--- src/rtl/sprite_ram_loader.sv ---
// sprite_ram_loader: writes one 21x21 frame of RGB pixels into sprite RAM as 4-bit palette indices
module sprite_ram_loader #(
  parameter int NUM_PIXELS = 441,
  parameter int ADDR_W     = 9,
  parameter int IDX_W      = 4
) (
  input  logic              Clk,
  input  logic              Reset_n,
  input  logic              start,
  input  logic              abort,
  input  logic [23:0]       pix_color,
  input  logic              pix_valid,
  output logic              pix_ready,
  output logic [ADDR_W-1:0] wr_addr,
  output logic [IDX_W-1:0]  wr_data,
  output logic              wr_en,
  output logic              busy,
  output logic              done,
  output logic              miss,
  output logic [ADDR_W-1:0] miss_count
);
  localparam logic [1:0] IDLE = 2'd0, LOAD = 2'd1, FINISH = 2'd2;
  localparam logic [ADDR_W-1:0] LAST = ADDR_W'(NUM_PIXELS - 1);
  localparam logic [ADDR_W-1:0] SAT  = ADDR_W'(NUM_PIXELS);
  logic [1:0]        state_q, state_d;
  logic [ADDR_W-1:0] cnt_q, cnt_d, wr_addr_q, wr_addr_d, miss_cnt_q, miss_cnt_d;
  logic [IDX_W-1:0]  wr_data_q, wr_data_d, idx;
  logic              wr_en_q, wr_en_d, miss_q, miss_d, hit, take, clr;
  // lowest index wins; unmatched colours become transparent index 0
  always_comb begin
    idx = pix_color == 24'h800080 ? IDX_W'(0) :
          pix_color == 24'hF83800 ? IDX_W'(1) :
          pix_color == 24'hEA9A30 ? IDX_W'(2) :
          pix_color == 24'hEF9D34 ? IDX_W'(3) :
          pix_color == 24'h227DBB ? IDX_W'(4) :
          pix_color == 24'hFFA440 ? IDX_W'(5) :
          pix_color == 24'hAC7C00 ? IDX_W'(6) : IDX_W'(0);
    hit = pix_color inside {24'h800080, 24'hF83800, 24'hEA9A30, 24'hEF9D34,
                            24'h227DBB, 24'hFFA440, 24'hAC7C00};
  end
  // a pixel accepted on the abort edge is dropped, never written
  assign take = pix_valid && state_q == LOAD && !abort;
  assign clr  = state_q == IDLE && start;
  always_comb begin
    state_d    = state_q == IDLE ? (start ? LOAD : IDLE) :
                 state_q == LOAD ? (abort ? IDLE : (take && cnt_q == LAST) ? FINISH : LOAD) :
                 IDLE;
    cnt_d      = clr ? '0 : take ? cnt_q + 1'b1 : cnt_q;
    wr_en_d    = take;
    wr_addr_d  = take ? cnt_q : wr_addr_q;
    wr_data_d  = take ? idx : wr_data_q;
    miss_d     = clr ? 1'b0 : (take && !hit) ? 1'b1 : miss_q;
    miss_cnt_d = clr ? '0 : (take && !hit && miss_cnt_q != SAT) ? miss_cnt_q + 1'b1 : miss_cnt_q;
  end
  always_ff @(posedge Clk) begin
    if (!Reset_n) begin
      state_q    <= IDLE;
      cnt_q      <= '0;
      wr_en_q    <= 1'b0;
      wr_addr_q  <= '0;
      wr_data_q  <= '0;
      miss_q     <= 1'b0;
      miss_cnt_q <= '0;
    end else begin
      state_q    <= state_d;
      cnt_q      <= cnt_d;
      wr_en_q    <= wr_en_d;
      wr_addr_q  <= wr_addr_d;
      wr_data_q  <= wr_data_d;
      miss_q     <= miss_d;
      miss_cnt_q <= miss_cnt_d;
    end
  end
  assign pix_ready  = state_q == LOAD;
  assign busy       = state_q == LOAD;
  assign done       = state_q == FINISH;
  assign wr_en      = wr_en_q;
  assign wr_addr    = wr_addr_q;
  assign wr_data    = wr_data_q;
  assign miss       = miss_q;
  assign miss_count = miss_cnt_q;
endmodule

--- config.mk ---
export PLATFORM = sky130hd
export DESIGN_NAME = sprite_ram_loader
export DESIGN_NICKNAME = d
export VERILOG_FILES = /design/src/rtl/sprite_ram_loader.sv
export SDC_FILE = /design/constraint.sdc
export NUM_CORES = 1
export LEC_CHECK = 0
export BUFFER_PORTS_ARGS = -buffer_cell sky130_fd_sc_hd__buf_2
export CELL_PAD_IN_SITES_DETAIL_PLACEMENT = 1
export CELL_PAD_IN_SITES_GLOBAL_PLACEMENT = 1
export CORE_MARGIN = 3
export CORE_UTILIZATION = 37
export DETAILED_ROUTE_END_ITERATION = 10
export HOLD_SLACK_MARGIN = 0.05
export PLACE_DENSITY_LB_ADDON = 0.1
export REMOVE_ABC_BUFFERS = 1
export SLEW_MARGIN = 15
export SYNTH_ARGS = -nofsm -noshare
export SYNTH_HDL_FRONTEND = slang
export SYNTH_SLANG_ARGS = --single-unit
export TNS_END_PERCENT = 100
--- constraint.sdc ---
create_clock -name Clk -period 2.91 [get_ports Clk]
set_input_delay 0.1455 -clock Clk [delete_from_list [all_inputs] [get_ports Clk]]
set_output_delay 0.1455 -clock Clk [all_outputs]
set_load 0.01 [all_outputs]
==> metrics.cfg, run 1 <==
[timing]
relSlewSlack_pct=59.9
worstMarginPinSlew_ps=602
clock.fmax_mhz=445
drv_slew=0
final-setup-viol-count=0
holdWs_ps=237
rsz0062_at_grt=no
hold_viol_final=0
period_share_pct=77.2
period_needed_ps=2250
skew_ps=5.42

[yosys]
synth_edf_count=0
synth_cell_types=49
syn_area_per_cell_sq_um=8.59
synthArstFlopShare_pct=0
syn_area_sq_um=1900
yosysWarnings=0
ys_ff_latch=34
seq_area_frac_synth_pct=35.8
synth-main-ff-cell=dfxtp_1
syn_inst=221

[critical_path]
cp_cell_sequence=buf_2 > or4_4 > or4_4 > or4_4 > nand3_1 > nor4_1 > o21a_1
rr_startpoint=state_q[1]
cp.arrival_ps=2420
cp-start-kind=primary input
required_ps=3080
cp-end-kind=flip-flop
max_stage_delay_ps=540
critPathMaxFanout=14
critical_path.startpoint=pix_color[0]
cp_slowest_cell=or4_4
crit_top_cell=or4_4
setup.worst_path.class=primary input to flip-flop

[cts]
post_cts_resized=0
cts.reportedPaths.clkPinSlew_ps=70
root_buffer=clkbuf_8
cts_buffers=5
post-cts-setup-buffers=0
clkLatencyLatePin_ps=280
cts_buffer_depth=2
cts.sinks=34
cts_htree_levels=2
ctsHoldBuffers=0
cts_tree=yes

[drt]
wirelength_microns=5170
first_pass_iters=4
route.detailed.drc=0
drt-vias-per-instance=5.42
vias=1849
wl_per_cell_microns=15.2
antenna_left=0
first_iter_violations=70

[floorplanning]
die_h_microns=77.6
core_area_sq_um=4850
die_w_microns=77.6
io_pins=56
initial_core_util_pct=39.2
die-area_sq_um=6030
rows=25

[outcome]
outcome=completed

[min_path]
holdCritPathClass=primary input to flip-flop
holdCritStartpoint=abort

[global_routing]
grt_pass1_vias=1882
grt.overflow.total=0
antenna_found_initial=0
grt_max_degree=18
grt_pass1_wl_microns=9110
track_usage_pct=18.6

[layout]
area_growth_pct=22.7
diodes=0
stdcell_area_sq_um=2330
drive_gt1_share_pct=27.7
utilization_pct=48.1
nets=307

[power_and_ir_drop]
p_total_uw=989
p_leak_uw=0.000906
ir_drop_mv=0.218
power_per_cell_area_nw_per_um2=424

[placed_design]
gp_congestion=0.811
post-dp-hpwl_microns=3940
portBuffers=54
dpl_cell_area_sq_um=2220

[run]
cap_viol_max_count=0

## cells by family (layout without fill, tap and decap cells)
kind of cell,after synthesis,in the layout,synth area share (%)
AOI/OAI and AO/OA,38,38,15.2
xor gates and xnor gates,8,8,3.69
adders and majority gates,4,4,2.64
buffers and inverters,14,67,3.75
DFF,34,34,35.8
muxes,1,1,0.527
other,1,1,0.197
and+or+nand+nor,121,121,38.2
## final timing paths
check,to,slack [ps],depth (start not counted)
worst max-delay path,miss_count[7],660,7
worst min-delay path,state_q[1],240,3
worst max register to register,miss_count[4],840,4
worst min register to register,wr_addr[6],460,2
## per-layer routing
metal	up-vias	track usage (%)	wire, microns
met5	-	0	0
met4	0	5.87	67
met3	5	3.60	233
met2	51	30.2	2360
met1	866	24.7	2510
li1	927	-	-
## report_power, final
part / switching [uW] / internal (uW) / total, uW
clock: 159 / 274 / 433
sequential: 2.90 / 468 / 471
combinational: 48.9 / 36.0 / 84.9
total: 211 / 778 / 989
## cell type report
type / instances / area [sq um]
flip-flops and latches: 34 / 681
multi-input cells: 173 / 1150
repair buffers: 56 / 285
inverters: 4 / 15.0
fillers: 597 / 2520
clock buffers: 6 / 82.6
well taps: 67 / 83.8
clock inverters: 1 / 30.0
## Yosys cell counts, drive strengths merged, types with 3 or more instances
master	n	area (sq um)
inv	4	15.0
xor2	6	52.6
nor4bb	3	30.0
nor4	3	18.8
buf	4	33.8
o31ai	6	45.0
nor2b	4	25.0
and3	7	53.8
o21ai	3	15.0
nand2b	5	31.3
nor3	3	15.0
or4	14	123
dfxtp	34	681
nand4b	5	43.8
a21boi	11	82.6
a21oi	8	40.0
nand4	6	37.5
nand3	12	60.1
clkbuf	6	22.5
nand2	33	124
nor2	11	41.3
ha	4	50.1
## through the flow
step	instances	setup TNS [ps]	setup WS, ps
5_1_grt	341	0	574
4_1_cts	341	0	656
2_1_floorplan	211	-1930	-293
3_5_place_dp	334	0	381
6_report	341	0	662
3_3_place_gp	334	0	443
## layout by cell type (no fill, tap or decap), drive strengths merged, types with 6 or more instances in the layout
cell     n
a21boi  11
a21oi    8
and3     7
buf     56
clkbuf   6
dfxtp   34
nand2   33
nand3   12
nand4    6
nor2    11
o31ai    6
or4     14
xor2     6
## worst max-delay path: cells and delay by family
| family | cells | cell delay [ps] |
|---|---|---|
| buffers and inverters | 1 | 110 |
| AND/OR/NAND/NOR | 5 | 1970 |
| AO/OA/AOI/OAI | 1 | 190 |
## sequential cells by signal, indices dropped and copies added, names as in the netlist
name        flops
cnt_q           9
miss            1
miss_count      9
state_q         2
wr_addr         9
wr_data         3
wr_en           1
Note: power is estimated with default switching activity, not from simulation.
==> run 2, diff against run 1 <==
--- a/config.mk
+++ b/config.mk
@@ -5,6 +5,7 @@
 export SDC_FILE = /design/constraint.sdc
 export NUM_CORES = 1
 export LEC_CHECK = 0
+export ABC_AREA = 1
 export BUFFER_PORTS_ARGS = -buffer_cell sky130_fd_sc_hd__buf_2
 export CELL_PAD_IN_SITES_DETAIL_PLACEMENT = 1
 export CELL_PAD_IN_SITES_GLOBAL_PLACEMENT = 1
==> constraint.sdc (replaced) <==
create_clock -name Clk -period 2.2 [get_ports Clk]
set_input_delay 0.11 -clock Clk [delete_from_list [all_inputs] [get_ports Clk]]
set_output_delay 0.11 -clock Clk [all_outputs]
set_load 0.01 [all_outputs]
==> run 2 against run 1 <==
Effect of this change:
- cell count is 31% higher
- wire length grew 10%
- non-clock buffer count is the same
- global-route usage fell by 0.95 points
- sequential power is 34% higher
- design area rose by 12%
- power increased by 39%
- flip-flop and latch count did not move
==> metrics.cfg, run 2 <==
[outcome]
outcome=completed

[timing]
final-setup-viol-count=0
holdWs_ps=143
skew_ps=8.16
relSlewSlack_pct=64.5
drv_slew=0
hold_viol_final=0
tns_ps=0
worstMarginPinSlew_ps=527
period_share_pct=80.6
clock.fmax_mhz=564
period_needed_ps=1770
rsz0062_at_grt=no

[global_routing]
grt_max_degree=21
grt.overflow.total=0
antenna_found_initial=0
grt_pass1_vias=2026
grt_pass1_wl_microns=9320
track_usage_pct=17.6

[layout]
nets=407
fillers=759
drive_gt1_share_pct=27.8
regArea_sq_um=681
final_cell_mix=nor2_1, nand2_1, buf_2, inv_1, dfxtp_1
area_growth_pct=20.1
multiInputGateArea_sq_um=1270
diodes=0
stdcell_area_sq_um=2600
layoutNonFillerInstCount=446

[run]
cap_viol_max_count=0

[cts]
root_buffer=clkbuf_8
cts_buffers=5
ctsHoldBuffers=0
post-cts-setup-buffers=0
cts_buffer_depth=2
cts_htree_levels=2
clkLatencyLatePin_ps=290
cts_tree=yes
cts.reportedPaths.clkPinSlew_ps=70
post_cts_resized=0
cts.sinks=34

[yosys]
syn_inst=318
yosys-top-cells-count=nand2_1, nor2_1, inv_1, dfxtp_1, a21oi_1
synth_cell_types=31
yosysWarnings=0
synthArstFlopShare_pct=0
synth_top_area_share_pct=31.4
synth_edf_count=0
synth_area_leader_cell=dfxtp_1
seq_area_frac_synth_pct=31.4
syn_area_per_cell_sq_um=6.81
syn_area_sq_um=2160
synth_area_leaders=dfxtp_1, nand2_1, nor2_1
ys_ff_latch=34
synth-main-ff-cell=dfxtp_1

[critical_path]
cp.arrival_ps=1960
cp_cell_sequence=inv_1 > ha_1 > nand2_1 > nor3_1 > nand4_1 > nand3_4 > nand2_2 > nand2_2 > nor2_2
cp-start-kind=flip-flop
setup.worst_path.class=flip-flop to flip-flop
crit_top_cell=nand2_2
cp_slowest_cell=nand4_1
worstRegToRegCells=9
max_stage_delay_ps=340
cp-end-kind=flip-flop
required_ps=2390
critPathMaxFanout=11

[drt]
wirelength_microns=5690
drt-vias-per-instance=4.88
wl_per_cell_microns=12.8
first_pass_iters=4
antenna_left=0
first_iter_violations=42
route.detailed.drc=0
vias=2177

[floorplanning]
io_pins=56
die_w_microns=82.5
initial_core_util_pct=38.8
die-area_sq_um=6800
core_area_sq_um=5570
die_h_microns=82.5
rows=27

[power_and_ir_drop]
power_per_cell_area_nw_per_um2=527
ir_drop_mv=0.214
p_leak_uw=0.00111

[min_path]
holdCritPathClass=primary input to flip-flop
hold_path_depth=3

[placed_design]
dpl_cell_area_sq_um=2490
place_inst=439
post-dp-hpwl_microns=4670
portBuffers=54
gp_congestion=0.786

-- run 2: cell families after synthesis --
kind of cell | Yosys count | share of synthesized area, %
AO/OA/AOI/OAI | 42 | 11.3
AND/OR/NAND/NOR | 180 | 41.8
adder cells (fa/ha/maj) | 4 | 2.31
flip-flops | 34 | 31.4
XOR/XNOR | 8 | 3.24
buffers and inverters | 49 | 9.77
other | 1 | 0.173
-- run 2: final timing paths --
path | end | from | slack, ps
hold / removal | wr_addr[4] | Reset_n | 140
hold reg to reg | wr_data[0] | wr_data[0] | 460
setup / recovery | miss_count[1] | miss_count[1] | 430
setup reg to reg | miss_count[1] | miss_count[1] | 430
-- run 2: cell type report --
class                   count  share of cell area (%)
clock buffers               6                    3.18
multi-input cells         235                    48.9
clock inverters             1                    1.15
repair buffers             56                    11.0
well taps                  72                    3.46
flip-flops and latches     34                    26.2
inverters                  42                    6.11
-- run 2: metal layers --
layer,track usage [%],vias up,wire [microns]
met5,0,-,0
met4,5.81,0,87
met3,3.69,9,265
met2,28.8,50,2680
met1,23.0,995,2650
li1,-,1123,-
-- run 2: through the flow --
step	utilization (%)	setup WS, ps	power, uW
detailed placement	44.6	393	802
finish	46.6	427	1370
CTS	46.6	407	1390
global route	46.6	239	1440
floorplan	-	545	727
global placement	44.6	555	796
-- run 2: where the power goes --
group,switching (uW),internal (uW),total (uW)
clock network,221,362,584
registers,5.17,625,630
logic,102,54.5,156
total,329,1040,1370
-- run 2: worst max-delay path: cells and delay by family (launching register included) --
| kind | cells | cell delay [ps] |
|---|---|---|
| and+or+nand+nor | 7 | 1070 |
| DFF | 1 | 330 |
| adders and majority gates | 1 | 170 |
| buffers and inverters | 1 | 100 |
